## src/rtl/ccff_pkg.sv

```systemverilog
// Shared types and constants for the configuration-chain loader.
//   state_t          : loader FSM states
//   PREAMBLE_DEFAULT : pattern shifted ahead of the payload, checked on the tail
//   nbytes()         : bytes needed to cover a chain of the given length
package ccff_pkg;

  typedef enum logic [2:0] {IDLE, PRE, PAY, DONE, ERR} state_t;

  localparam logic [7:0] PREAMBLE_DEFAULT = 8'hA5;

  function automatic int nbytes(input int chain_len);
    return (chain_len + 7) / 8;
  endfunction

endpackage

```

## src/rtl/ccff_loader_if.sv

```systemverilog
// Byte input bus plus serial chain connection of the loader.
//   cfg_data/cfg_valid/cfg_ready : byte stream, MSB shifted first
//   ccff_head/ccff_en            : serial data and shift enable into the chain
//   ccff_tail                    : last flop of the chain, back to the loader
// slave  = loader side, master = bitstream source / chain side.
interface ccff_loader_if;
  logic [7:0] cfg_data;
  logic       cfg_valid;
  logic       cfg_ready;
  logic       ccff_head;
  logic       ccff_en;
  logic       ccff_tail;

  modport slave (
    input  cfg_data, cfg_valid, ccff_tail,
    output cfg_ready, ccff_head, ccff_en
  );

  modport master (
    output cfg_data, cfg_valid, ccff_tail,
    input  cfg_ready, ccff_head, ccff_en
  );
endinterface

```

## src/rtl/ccff_byte_serializer.sv

```systemverilog
// One-byte buffer that turns accepted bytes into an MSB-first bit stream.
//   clk, rst     : clock, async active-high reset
//   clr          : synchronous flush (new load)
//   en           : byte acceptance allowed at all
//   data/valid/ready : byte input; ready only when the buffer is empty
//   pop          : consume the current bit
//   sbit/has_bit : current bit and whether one is available
module ccff_byte_serializer (
  input  logic       clk,
  input  logic       rst,
  input  logic       clr,
  input  logic       en,
  input  logic [7:0] data,
  input  logic       valid,
  output logic       ready,
  input  logic       pop,
  output logic       sbit,
  output logic       has_bit
);
  logic [7:0] buf_q;
  logic [3:0] fill_q;

  assign ready   = en && (fill_q == 4'd0);
  assign sbit    = buf_q[7];
  assign has_bit = (fill_q != 4'd0);

  // Load and pop are mutually exclusive: load needs fill==0, pop needs fill!=0.
  always_ff @(posedge clk or posedge rst) begin
    if (rst) begin
      buf_q  <= '0;
      fill_q <= '0;
    end else if (clr) begin
      buf_q  <= '0;
      fill_q <= '0;
    end else if (valid && ready) begin
      buf_q  <= data;
      fill_q <= 4'd8;
    end else if (pop && has_bit) begin
      buf_q  <= {buf_q[6:0], 1'b0};
      fill_q <= fill_q - 4'd1;
    end
  end
endmodule

```

## src/rtl/ccff_loader.sv

```systemverilog
// Configuration-chain loader: shifts PREAMBLE then CHAIN_LEN payload bits into
// the chain head, and checks that the preamble re-emerges on the chain tail.
//   prog_clk, prog_reset : clock, async active-high reset
//   start                : begin a load (ignored while busy)
//   bus                  : byte input + chain head/enable/tail
//   busy / done / error  : load in progress / verified / preamble mismatch
// PRE_LEN must be 8.
module ccff_loader
  import ccff_pkg::*;
#(
  parameter int         CHAIN_LEN = 23,
  parameter int         PRE_LEN   = 8,
  parameter logic [7:0] PREAMBLE  = PREAMBLE_DEFAULT
) (
  input  logic         prog_clk,
  input  logic         prog_reset,
  input  logic         start,
  ccff_loader_if.slave bus,
  output logic         busy,
  output logic         done,
  output logic         error
);
  localparam int TOTAL = CHAIN_LEN + PRE_LEN;
  localparam int CW    = $clog2(TOTAL + 1);
  localparam logic [CW-1:0] TOT_C = CW'(TOTAL);
  localparam logic [CW-1:0] CL_C  = CW'(CHAIN_LEN);
  localparam logic [CW-1:0] PL_C  = CW'(PRE_LEN);
  localparam logic [CW-1:0] NB_C  = CW'(nbytes(CHAIN_LEN));

  state_t        state_q, state_d;
  logic [CW-1:0] icnt_q;   // bits issued onto ccff_head
  logic [CW-1:0] scnt_q;   // shifts actually taken by the chain
  logic [CW-1:0] acc_q;    // bytes accepted
  logic          mism_q;
  logic          start_go, shift_edge, last_shift, tail_bad, xfer;
  logic          en_d, head_d, pop, ser_bit, has_bit;
  logic [2:0]    tail_idx;

  assign start_go   = start && (state_q == IDLE || state_q == DONE || state_q == ERR);
  // ccff_en is registered, so a high value now means the chain shifts at this edge.
  assign shift_edge = bus.ccff_en;
  assign last_shift = shift_edge && (scnt_q == TOT_C - 1'b1);
  // Tail at shift s carries bit s-CHAIN_LEN, i.e. the preamble for the final 8 shifts.
  assign tail_idx   = 3'(scnt_q - CL_C);
  assign tail_bad   = shift_edge && (scnt_q >= CL_C) &&
                      (bus.ccff_tail != PREAMBLE[3'd7 - tail_idx]);
  assign xfer       = bus.cfg_valid && bus.cfg_ready;

  ccff_byte_serializer u_ser (
    .clk     (prog_clk),
    .rst     (prog_reset),
    .clr     (start_go),
    .en      (busy && (acc_q < NB_C)),
    .data    (bus.cfg_data),
    .valid   (bus.cfg_valid),
    .ready   (bus.cfg_ready),
    .pop     (pop),
    .sbit    (ser_bit),
    .has_bit (has_bit)
  );

  // State register
  always_ff @(posedge prog_clk or posedge prog_reset) begin
    if (prog_reset) state_q <= IDLE;
    else            state_q <= state_d;
  end

  // Next state
  always_comb begin
    state_d = state_q;
    case (state_q)
      IDLE, DONE, ERR: if (start_go) state_d = PRE;
      PRE:             if (icnt_q == PL_C - 1'b1) state_d = PAY;
      PAY:             if (last_shift) state_d = (mism_q || tail_bad) ? ERR : DONE;
      default:         state_d = IDLE;
    endcase
  end

  // Outputs (en_d/head_d are the next values of the registered chain signals)
  always_comb begin
    en_d   = 1'b0;
    head_d = bus.ccff_head;
    pop    = 1'b0;
    busy   = (state_q == PRE) || (state_q == PAY);
    done   = (state_q == DONE);
    error  = (state_q == ERR);
    case (state_q)
      PRE: begin
        en_d   = 1'b1;
        head_d = PREAMBLE[3'd7 - icnt_q[2:0]];
      end
      PAY: begin
        // Empty buffer stalls the chain; head holds its last value.
        if (icnt_q < TOT_C && has_bit) begin
          en_d   = 1'b1;
          head_d = ser_bit;
          pop    = 1'b1;
        end
      end
      default: ;
    endcase
  end

  always_ff @(posedge prog_clk or posedge prog_reset) begin
    if (prog_reset) begin
      bus.ccff_en   <= 1'b0;
      bus.ccff_head <= 1'b0;
      icnt_q        <= '0;
      scnt_q        <= '0;
      acc_q         <= '0;
      mism_q        <= 1'b0;
    end else begin
      bus.ccff_en   <= en_d;
      bus.ccff_head <= head_d;
      if (start_go) begin
        icnt_q <= '0;
        scnt_q <= '0;
        acc_q  <= '0;
        mism_q <= 1'b0;
      end else begin
        if (en_d && icnt_q < TOT_C)       icnt_q <= icnt_q + 1'b1;
        if (shift_edge && scnt_q < TOT_C) scnt_q <= scnt_q + 1'b1;
        if (tail_bad)                     mism_q <= 1'b1;
        if (xfer)                         acc_q  <= acc_q + 1'b1;
      end
    end
  end
endmodule

```

## src/flat_wrapper.sv

```systemverilog
// flat-port wrapper written by rule: the top's interface ports become plain ports
module ccff_loader_flat import ccff_pkg::*;
#(
  parameter int         CHAIN_LEN = 23,
  parameter int         PRE_LEN   = 8,
  parameter logic [7:0] PREAMBLE  = PREAMBLE_DEFAULT
)
  (prog_clk, prog_reset, start, busy, done, error, bus_cfg_data, bus_cfg_valid, bus_ccff_tail, bus_cfg_ready, bus_ccff_head, bus_ccff_en);
  ccff_loader_if bus_i ();
  input  logic prog_clk;
  input  logic prog_reset;
  input  logic start;
  output logic busy;
  output logic done;
  output logic error;
  input wire logic [$bits(bus_i.cfg_data)-1:0] bus_cfg_data;
  input wire logic [$bits(bus_i.cfg_valid)-1:0] bus_cfg_valid;
  input wire logic [$bits(bus_i.ccff_tail)-1:0] bus_ccff_tail;
  output wire logic [$bits(bus_i.cfg_ready)-1:0] bus_cfg_ready;
  output wire logic [$bits(bus_i.ccff_head)-1:0] bus_ccff_head;
  output wire logic [$bits(bus_i.ccff_en)-1:0] bus_ccff_en;
  assign bus_i.cfg_data = bus_cfg_data;
  assign bus_i.cfg_valid = bus_cfg_valid;
  assign bus_i.ccff_tail = bus_ccff_tail;
  assign bus_cfg_ready = bus_i.cfg_ready;
  assign bus_ccff_head = bus_i.ccff_head;
  assign bus_ccff_en = bus_i.ccff_en;
  ccff_loader #(.CHAIN_LEN(CHAIN_LEN), .PRE_LEN(PRE_LEN), .PREAMBLE(PREAMBLE)) u_core (.prog_clk(prog_clk), .prog_reset(prog_reset), .start(start), .bus(bus_i), .busy(busy), .done(done), .error(error));
endmodule
```

## config.mk

```make
export PLATFORM = sky130hd
export DESIGN_NAME = ccff_loader_flat
export DESIGN_NICKNAME = d
export VERILOG_FILES = /design/src/rtl/ccff_pkg.sv /design/src/rtl/ccff_loader_if.sv /design/src/rtl/ccff_byte_serializer.sv /design/src/rtl/ccff_loader.sv /design/src/flat_wrapper.sv
export SDC_FILE = /design/constraint.sdc
export NUM_CORES = 1
export LEC_CHECK = 0
export ABC_AREA = 1
export BUFFER_PORTS_ARGS = -buffer_cell sky130_fd_sc_hd__buf_2
export CORE_AREA = 2 2 69 71
export CTS_BUF_LIST = sky130_fd_sc_hd__clkbuf_4
export CTS_CLUSTER_DIAMETER = 30
export CTS_CLUSTER_SIZE = 12
export DETAILED_ROUTE_END_ITERATION = 7
export DIE_AREA = 0 0 71 73
export GPL_TIMING_DRIVEN = 0
export PLACE_DENSITY = 0.65
export SLEW_MARGIN = 0
export SYNTH_ARGS = -nofsm -noshare
export SYNTH_HDL_FRONTEND = slang
export SYNTH_SLANG_ARGS = --single-unit
```

## constraint.sdc

```tcl
create_clock -name prog_clk -period 2 [get_ports prog_clk]
set_clock_uncertainty 0.05 [all_clocks]
set_input_delay 0.1 -clock prog_clk [delete_from_list [all_inputs] [get_ports prog_clk]]
set_output_delay 0.1 -clock prog_clk [all_outputs]
set_load 0.005 [all_outputs]
```

==> Word level (Yosys, flattened, before mapping) <==
Memories as Yosys holds them, arrays and structs flattened.
Cells that the tools add are included.
{ "word_totals": {"reg_bits": 33, "romBits": 16, "in_bits": 13, "out_inout_bits": 6, "elab_cells": 88, "memories": 2} }
{ "op_classes": {"addsub": 7, "magnitude_cmp": 6, "eq_ne": 11, "n_mux": 26, "reduce_logical": 27} }
{ "memory_table": {"columns": ["name", "depth", "width", "read_ports", "rd_clocked_by_memory_dff", "write_ports", "line", "source"], "rows": [
  ["(name not given)", 8, 1, 1, 0, 0, "ccff_loader.sv:46", "(bus.ccff_tail != PREAMBLE[3'd7 - tail_idx]);"],
  ["(name not given)", 8, 1, 1, 0, 0, "ccff_loader.sv:90", "head_d = PREAMBLE[3'd7 - icnt_q[2:0]];"]
]} }
{ "op_table": {"columns": ["op", "n"], "rows": [
  ["5-bit two-way mux", 6],
  ["8-bit two-way mux", 3],
  ["5-bit by 1-bit adder with 5-bit output, second input constant", 3],
  ["3-bit two-way mux", 4],
  ["4-bit two-way mux", 3],
  ["1-bit logical AND", 11],
  ["5-bit < comparator, second input constant", 2],
  ["2-bit nonzero test", 5],
  ["3-bit one-hot mux with 3 select lines", 1],
  ["3-bit by 4-bit < comparator with 1-bit output, second input constant", 2],
  ["1-bit two-way mux", 7],
  ["3-bit by 2-bit == test with 1-bit output, second input constant", 2],
  ["2-bit by 1-bit != test with 1-bit output, second input constant", 3],
  ["3-bit subtractor, first input constant", 2],
  ["5-bit by 3-bit == test with 1-bit output, second input constant", 1],
  ["5-bit == test, second input constant", 1],
  ["5-bit >= comparator, second input constant", 1],
  ["5-bit by 2-bit < comparator with 1-bit output, second input constant", 1],
  ["4-bit zero test", 1],
  ["1-bit logical OR", 4],
  ["1-bit one-hot mux with 2 select lines", 2],
  ["4-bit nonzero test", 1],
  ["4-bit by 1-bit subtractor with 4-bit output, second input constant", 1],
  ["3-bit by 1-bit == test with 1-bit output, second input constant", 1],
  ["9 further kinds", 9]
]} }

==> Longest topological paths before layout <==
Gate-level depths: netlist of run 1.
{ "depth": {"word_depth": 10, "ltp_mapped": 11} }

==> Modules after synthesis <==
Synthesis of run 1 repeated with hierarchy kept, for this count alone.
{ "unflattened": {"cells_unflattened": 266, "area_unflattened_um2": 2026.9} }
{ "by_module_without_submodules": {"columns": ["mod", "n_inst", "cells_each", "area_each_um2", "seq_area_each_um2"], "rows": [
  ["ccff_loader", 1, 169, 1311.3, 525.5],
  ["ccff_byte_serializer", 1, 97, 715.7, 300.3]
]} }

==> Worst setup path after synthesis of run 1 <==
Ideal clock, no wire load.
{ "synth_timing": {"kind": "register -> register", "start": "register u_core.u_ser.fill_q[0]", "end": "register u_core.u_ser.fill_q[3]", "t_arrival_ps": 1368, "required_ps": 1830, "setup_slack_ps": 461, "stages_incl_launch_ff": 11, "n_path_buf": 1, "path_cell_list": "dfrtp_1 > inv_1 > ha_1 > nand2_1 > nor2_4 > nand3_4 > nand2_4 > nor2_2 > buf_6 > nand2_1 > nand2_1"} }
{ "synth_via": {"elab_chain_len": 6, "elab_cells_between_ends": 13} }
{ "synth_lines": {"columns": ["item", "line", "source"], "rows": [
  ["start: declaration", "ccff_byte_serializer.sv:21", "logic [3:0] fill_q;"],
  ["start signal: assignment", "ccff_byte_serializer.sv:40", "fill_q <= fill_q - 4'd1;"],
  ["branches (longest 6 deep; another with 4-bit by 1-bit subtractor with 4-bit output)", null, null]
]} }
Parallel ways; which one is timed is not known. The select of a mux whose other input is x is not followed.
A chain may end at the register's enable or synchronous reset.

==> Worst setup path in the final report of run 1 <==
{ "layout_timing": {"start": "register u_core.u_ser.fill_q[0]", "end": "output port bus_cfg_ready"} }
{ "layout_via": {"elab_chain_len": 2} }
{ "layout_lines": {"columns": ["item", "line", "source"], "rows": [
  ["4-bit zero test", "ccff_byte_serializer.sv:23", "assign ready = en && (fill_q == 4'd0);"],
  ["1-bit logical AND", "ccff_byte_serializer.sv:23", null],
  ["end: declaration", "flat_wrapper.sv:19", "output wire logic [$bits(bus_i.cfg_ready)-1:0] bus_cfg_ready;"]
]} }
Every way passes these cells.

==> reports/results.ini, run 1 <==
[detailed_routing]
viasPerCell = 4.70
postRouteAntennaNets = 0
wl_per_cell_um = 10.8
dr.pass1.iters = 4
vias = 1627
wl_um = 3730
drt_iter0_drc = 103
drc = 0

[yosys]
synth_top_family_by_area = simple AND/OR/NAND/NOR gates
synthArstFlopShare = 1.00
synth-seq-area-share = 0.420
synth-seq-cells = 33
synth.most_common_cell = nand2_1
netlist_area_um2 = 1960
synth_edf_count = 0
ys_types = 27
post-synth-top-area-cell = dfrtp_1
synthAdderAreaFrac = 0.0446
synthFlopType = dfrtp_1
synth_compound_area_frac = 0.0478
synth_mux_area_frac = 0
syn-instance-count = 264
synth_area_per_cell_um2 = 7.44
synth.area.top_cells = dfrtp_1 (42%), nand2_1 (16%), inv_1 (9.0%)
netlist_top_cells_count = nand2_1 (82), inv_1 (47), dfrtp_1 (33)
netlist.area_leader.share = 0.420
yosys.area_share.simple = 0.346
synthXorXnorAreaFrac = 0.0268
mappedNetlistNets = 284
yosys_warnings = 0

[setup_path]
crit_arrival_ps = 1580
cp-start-kind = register
reg2regPathDepth = 10
cp_slowest_cell = dfrtp_1
cpLargestDelayFamily = simple AND/OR/NAND/NOR gates
cp_num_buf_inv = 2
cp.depth = 6
cp_max_fo = 9
critical_path.max_stage_delay_ps = 390
r2r_setup_slack_ps = 270
cp_data_required_time_ps = 1850
worstSetupPathType = register to output port
r2r-start = u_core.u_ser.fill_q[0]
worstReg2RegEnd = u_core.u_ser.buf_q[7]
worstPathCellList = inv_1 > ha_1 > nand2_1 > nor2_4 > and2_1 > buf_2
endpoint_kind = output port

[grt]
grt_usage = 0.156
grt_pass1_vias = 1443
antenna_found_initial = 0
grt_pass1_wl_um = 6350
grt_max_degree = 34
grt-ovfl-total = 0

[timing]
hold_violations = 0
drv_slew = 0
finalWorstSetupSlack_ps = 266
period_share = 0.867
worst_slew_pin_slew_ps = 400
max_clock_freq_mhz = 577
max_slew_margin = 0.732
period_needed_ps = 1730
rsz0062_at_grt = no
finalSetupTns_ps = 0
setup_viol = 0

[clock_network]
htree_levels = 2
clkSlewWorstSetupHoldPaths_ps = 100
ctsRootBufferMaster = clkbuf_4
clkLatencyLatePin_ps = 330
cts_tree = built
cts.path.max_buffers = 2
clock-sinks = 33
cts-buffers-inserted = 5

[pwr]
power_frac_seq = 0.343
p_sw_frac = 0.437
power_mw = 3.09
vdd_ir_drop_max_uv = 763
p_sw_mw = 1.35
p_per_area_nw_per_um2 = 1380
p_comb_frac = 0.495
p_leak_nw = 1.28
internal_power_mw = 1.74
clkPwrFrac = 0.162

[placed_design]
place_inst = 335
post_dp_cell_area_um2 = 2120
place_ws_ps = 286
port_buffers = 17
hpwl_um = 2730
gp_congestion = 0.818

[hold_path]
hp-class = input pin to register
min_from = bus_cfg_data[2]
holdPathStages = 5
whs_endpoint = u_core.u_ser.buf_q[2]

[layout]
synthToLayoutAreaGrowth_pct = 14.2
stdcell_area_um2 = 2240
multi_input_area_um2 = 915
fin_cells = 346
nets = 311
register_area_um2 = 826
antenna_cells = 0
fill_cells = 443
drive_gt1_frac = 0.147

[run_status]
outcome = finished, final reports clean

[die]
die_h_um = 73
core_um2 = 4540
rows = 25
fp.dieArea_um2 = 5180
initial_utilization = 0.433
ios = 19
die_w_um = 71

[job]
cap_violations = 0

power by group through the flow:
stage	sequential, mW	combinational [mW]	clock, mW
floorplan	1.03	1.19	0
finish	1.06	1.53	0.499
detailed placement	1.07	1.52	0
CTS	1.06	1.54	0.515
global route	1.09	1.78	0.537
global placement	1.06	1.51	0
area by class of cell:
cell class | instances | area share
clock buffer | 6 | 0.0201
multi-input combinational | 177 | 0.408
buffer | 5 | 0.0178
clock inverter | 2 | 0.0151
inverter | 49 | 0.0820
sequential | 33 | 0.368
tap | 54 | 0.0301
timing repair buffer | 20 | 0.0591
through the flow:
step	hold slack, ps	utilization
finish	48.3	0.495
global route	66.4	0.495
CTS	39.4	0.486
detailed placement	260	0.467
global placement	263	0.467
floorplan	167	-
per-layer routing:
layer,global-route usage,vias to the layer above,part of all wire
met4,0.0629,0,0.015
met3,0.0373,5,0.039
met2,0.235,23,0.45
li1,-,883,-
met5,0,-,0
met1,0.218,716,0.50
cell families after synthesis:
group                      count (synthesis)
AOI/OAI and AO/OA                         17
xor gates and xnor gates                   6
adders and majority gates                  7
buffers and inverters                     54
DFF                                       33
and+or+nand+nor                          147
cells in the final DEF (no fill, tap or decap), types with 2 or more instances in the layout:
cell,n
clkbuf_4,6
xor2_1,3
nand3_1,29
clkinv_1,2
nand2_2,3
inv_2,2
dfrtp_1,33
nor2_1,12
buf_2,19
nand4_1,9
nand3_2,2
a21oi_1,6
nand2_1,82
inv_1,46
xnor2_1,3
o21a_1,2
nor2_2,2
dlygate4sd3_1,2
ha_1,7
nand3b_1,3
o21ai_0,7
buf_6,2
repair_timing:
item / 4_1_cts / 5_1_grt
buffers inserted: 0 / 0
hold buffers: 1 / 1
setup endpoints to repair: 0 / 0
resized for setup: 0 / 0
endpoints found under the hold margin: 1 / 33
state kept, by name (all words and copies together) (netlist names):
signal and cells:
u_core.u_ser.buf_q 8, u_core.acc_q 5, u_core.icnt_q 5, u_core.scnt_q 5, u_core.u_ser.fill_q 4, u_core.state_q 3
u_core.bus.ccff_en 1, u_core.bus.ccff_head 1, u_core.mism_q 1
worst reg2reg max path, stage by stage, from the launching register on:
cell	delay, ps
dfrtp_1	390
inv_1	120
ha_1	160
nand2_1	90
nor2_4	240
nand3_4	190
nand2_4	120
nor2_2	50
buf_6	130
nand2_1	60
nand2_1	50
worst max path at each step:
| stage | start | to | slack (ps) |
|---|---|---|---|
| detailed placement | u_core.u_ser.fill_q[0] | u_core.icnt_q[2] | 290 |
| floorplan | u_core.u_ser.fill_q[0] | u_core.u_ser.fill_q[3] | 460 |
| CTS | u_core.u_ser.fill_q[0] | bus_cfg_ready | 250 |
| finish | u_core.u_ser.fill_q[0] | bus_cfg_ready | 270 |
| global placement | u_core.u_ser.fill_q[0] | u_core.u_ser.buf_q[6] | 290 |
| global route | u_core.u_ser.fill_q[0] | u_core.u_ser.buf_q[7] | 90 |
Note: power is estimated with default switching activity, not from simulation.
==> run 2, diff against run 1 <==
--- a/config.mk
+++ b/config.mk
@@ -7,12 +7,12 @@
 export LEC_CHECK = 0
 export ABC_AREA = 1
 export BUFFER_PORTS_ARGS = -buffer_cell sky130_fd_sc_hd__buf_2
-export CORE_AREA = 2 2 69 71
+export CORE_AREA = 2 2 79 62
 export CTS_BUF_LIST = sky130_fd_sc_hd__clkbuf_4
 export CTS_CLUSTER_DIAMETER = 30
 export CTS_CLUSTER_SIZE = 12
 export DETAILED_ROUTE_END_ITERATION = 7
-export DIE_AREA = 0 0 71 73
+export DIE_AREA = 0 0 81 64
 export GPL_TIMING_DRIVEN = 0
 export PLACE_DENSITY = 0.65
 export SLEW_MARGIN = 0
==> run 2 against run 1 <==
Compared with the run above:
- design area shrank 0.17%
- largest power group unchanged
- register-to-register slack got worse by 40 ps
- critical path type is now register to register
- hold slack barely moved
- die area is essentially flat
- count of clock-buffer cells in the layout unchanged
- sequential share of layout area up 0.062 points
- critical path depth rose by 4
==> reports/results.ini, run 2 (synthesized netlist as in run 1, its figures left out) <==
[run_status]
outcome = finished, final reports clean  ; unchanged

[timing]
period_share = 0.886  ; was 0.867
worst_slew_pin_slew_ps = 322  ; was 400 ps
hold_violations = 0  ; unchanged
finalSetupTns_ps = 0  ; unchanged
max_clock_freq_mhz = 564  ; was 577 MHz
rsz0062_at_grt = no  ; unchanged
period_needed_ps = 1770  ; was 1730 ps
setup_viol = 0  ; unchanged
holdWs_ps = 48.6  ; was 48.3 ps
drv_slew = 0  ; unchanged
max_slew_margin = 0.784  ; was 0.732

[die]
die_w_um = 81  ; was 71 µm
die_h_um = 64  ; was 73 µm
core_um2 = 4360  ; was 4540 µm²
rows = 21  ; was 25
initial_utilization = 0.450  ; was 0.433
fp.dieArea_um2 = 5180  ; about the same
ios = 19  ; unchanged

[clock_network]
ctsRootBufferMaster = clkbuf_4  ; unchanged
clock-sinks = 33  ; unchanged
clkSlewWorstSetupHoldPaths_ps = 100  ; about the same
post_cts_resize_count = 0  ; unchanged
cts_tree = built  ; unchanged
htree_levels = 2  ; unchanged
cts.path.max_buffers = 2  ; unchanged
cts-buffers-inserted = 5  ; unchanged
postCtsSetupRepairBufs = 0  ; unchanged
clkLatencyLatePin_ps = 340  ; was 330 ps
ctsHoldBuffers = 1  ; unchanged

[layout]
antenna_cells = 0  ; unchanged
multi_input_area_um2 = 915  ; unchanged
register_area_um2 = 826  ; unchanged
synthToLayoutAreaGrowth_pct = 14.0  ; was 14.2%
utilization = 0.513  ; was 0.495
largest_register_ffs = 8  ; unchanged
nets = 311  ; unchanged
layout_commonest_cell = nand2_1  ; unchanged
fill_cells = 441  ; was 443
drive_gt1_frac = 0.147  ; unchanged
largest-register = u_core.u_ser.buf_q  ; unchanged
most-common-layout-cells = nand2_1 (82), inv_1 (46), dfrtp_1 (33), nand3_1 (29), buf_2 (19)  ; unchanged

[placed_design]
port_buffers = 17  ; unchanged
hpwl_um = 2750  ; was 2730 µm
gp_congestion = 0.821  ; was 0.818

[hold_path]
min_from = bus_cfg_data[1]  ; was bus_cfg_data[2]
hp-class = input pin to register  ; unchanged

[detailed_routing]
dr.pass1.iters = 4  ; unchanged
vias = 1642  ; was 1627
drc = 0  ; unchanged
wl_um = 3730  ; about the same
dr_wl_met2_um = 1540  ; was 1680 µm
drt_iter0_drc = 65  ; was 103
wl_per_cell_um = 10.7  ; was 10.8 µm
viasPerCell = 4.70  ; about the same
wl_met3_um = 109  ; was 147 µm
postRouteAntennaNets = 0  ; unchanged
drt-met1-wl_um = 2030  ; was 1850 µm
top_layer = met4  ; unchanged

[pwr]
p_leak_nw = 1.28  ; about the same
p_per_area_nw_per_um2 = 1380  ; about the same
vdd_ir_drop_max_uv = 597  ; was 763 µV

[setup_path]
cp_max_fo = 10  ; was 9
endpoint_kind = register  ; was output port
r2r-start = u_core.u_ser.fill_q[0]  ; unchanged
cp-start-kind = register  ; unchanged
critPathLaunch = u_core.u_ser.fill_q[0]  ; unchanged
crit_arrival_ps = 1950  ; was 1580 ps
worstSetupPathType = register to register  ; was register to output port
cp_data_required_time_ps = 2180  ; was 1850 ps

[grt]
grt_max_degree = 34  ; unchanged
grt_usage = 0.169  ; was 0.156
grt-ovfl-total = 0  ; unchanged
antenna_found_initial = 0  ; unchanged
grt_pass1_wl_um = 6760  ; was 6350 µm
grt_pass1_vias = 1568  ; was 1443

[job]
cap_violations = 0  ; unchanged

-- run 2: report_power, final --
group / total (mW) / internal, mW / switching (mW)
clock network: 0.503 / 0.274 / 0.229
registers: 1.05 / 0.881 / 0.171
logic: 1.53 / 0.578 / 0.956
total: 3.09 / 1.73 / 1.36
-- run 2: stage by stage --
stage	setup WS [ps]	instances	area (µm²)	power [mW]
after floorplan	461	264	1960	2.23
after global placement	247	338	2120	2.58
after detailed placement	233	338	2120	2.60
after CTS	214	347	2210	3.12
after global routing	31.4	349	2240	3.42
final	227	349	2240	3.09
-- run 2: path summary, 6_finish.rpt --
check / to / slack, ps / cells past startpoint
setup reg to reg: u_core.u_ser.buf_q[7] / 230 / 10
min in group asynchronous: u_core.icnt_q[3] / 160 / 3
hold reg to reg: u_core.u_ser.buf_q[3] / 430 / 2
setup / recovery: u_core.u_ser.buf_q[7] / 230 / 10
hold / removal: u_core.u_ser.buf_q[1] / 50 / 5
max in group asynchronous: u_core.bus.ccff_head / 1330 / 4
-- run 2: worst max-delay path: stages (launching register included) --
cell and delay [ps]:
dfrtp_1 390, inv_1 120, ha_1 160, nand2_1 100
nor2_4 250, nand3_4 190, nand2_4 130, nor2_2 50
buf_6 140, nand2_1 60, nand2_1 50
-- run 2: layout make-up --
class	instances	share of cell area
tap	57	0.0318
clock inverter	2	0.0151
sequential	33	0.369
clock buffer	6	0.0201
inverter	49	0.0821
timing repair buffer	20	0.0559
buffer	5	0.0179
multi-input combinational	177	0.408
-- run 2: metal layers --
layer | track usage | up-vias
met3 | 0.0466 | 5
met5 | 0 | -
met2 | 0.253 | 14
li1 | - | 881
met1 | 0.235 | 742
met4 | 0.0572 | 0
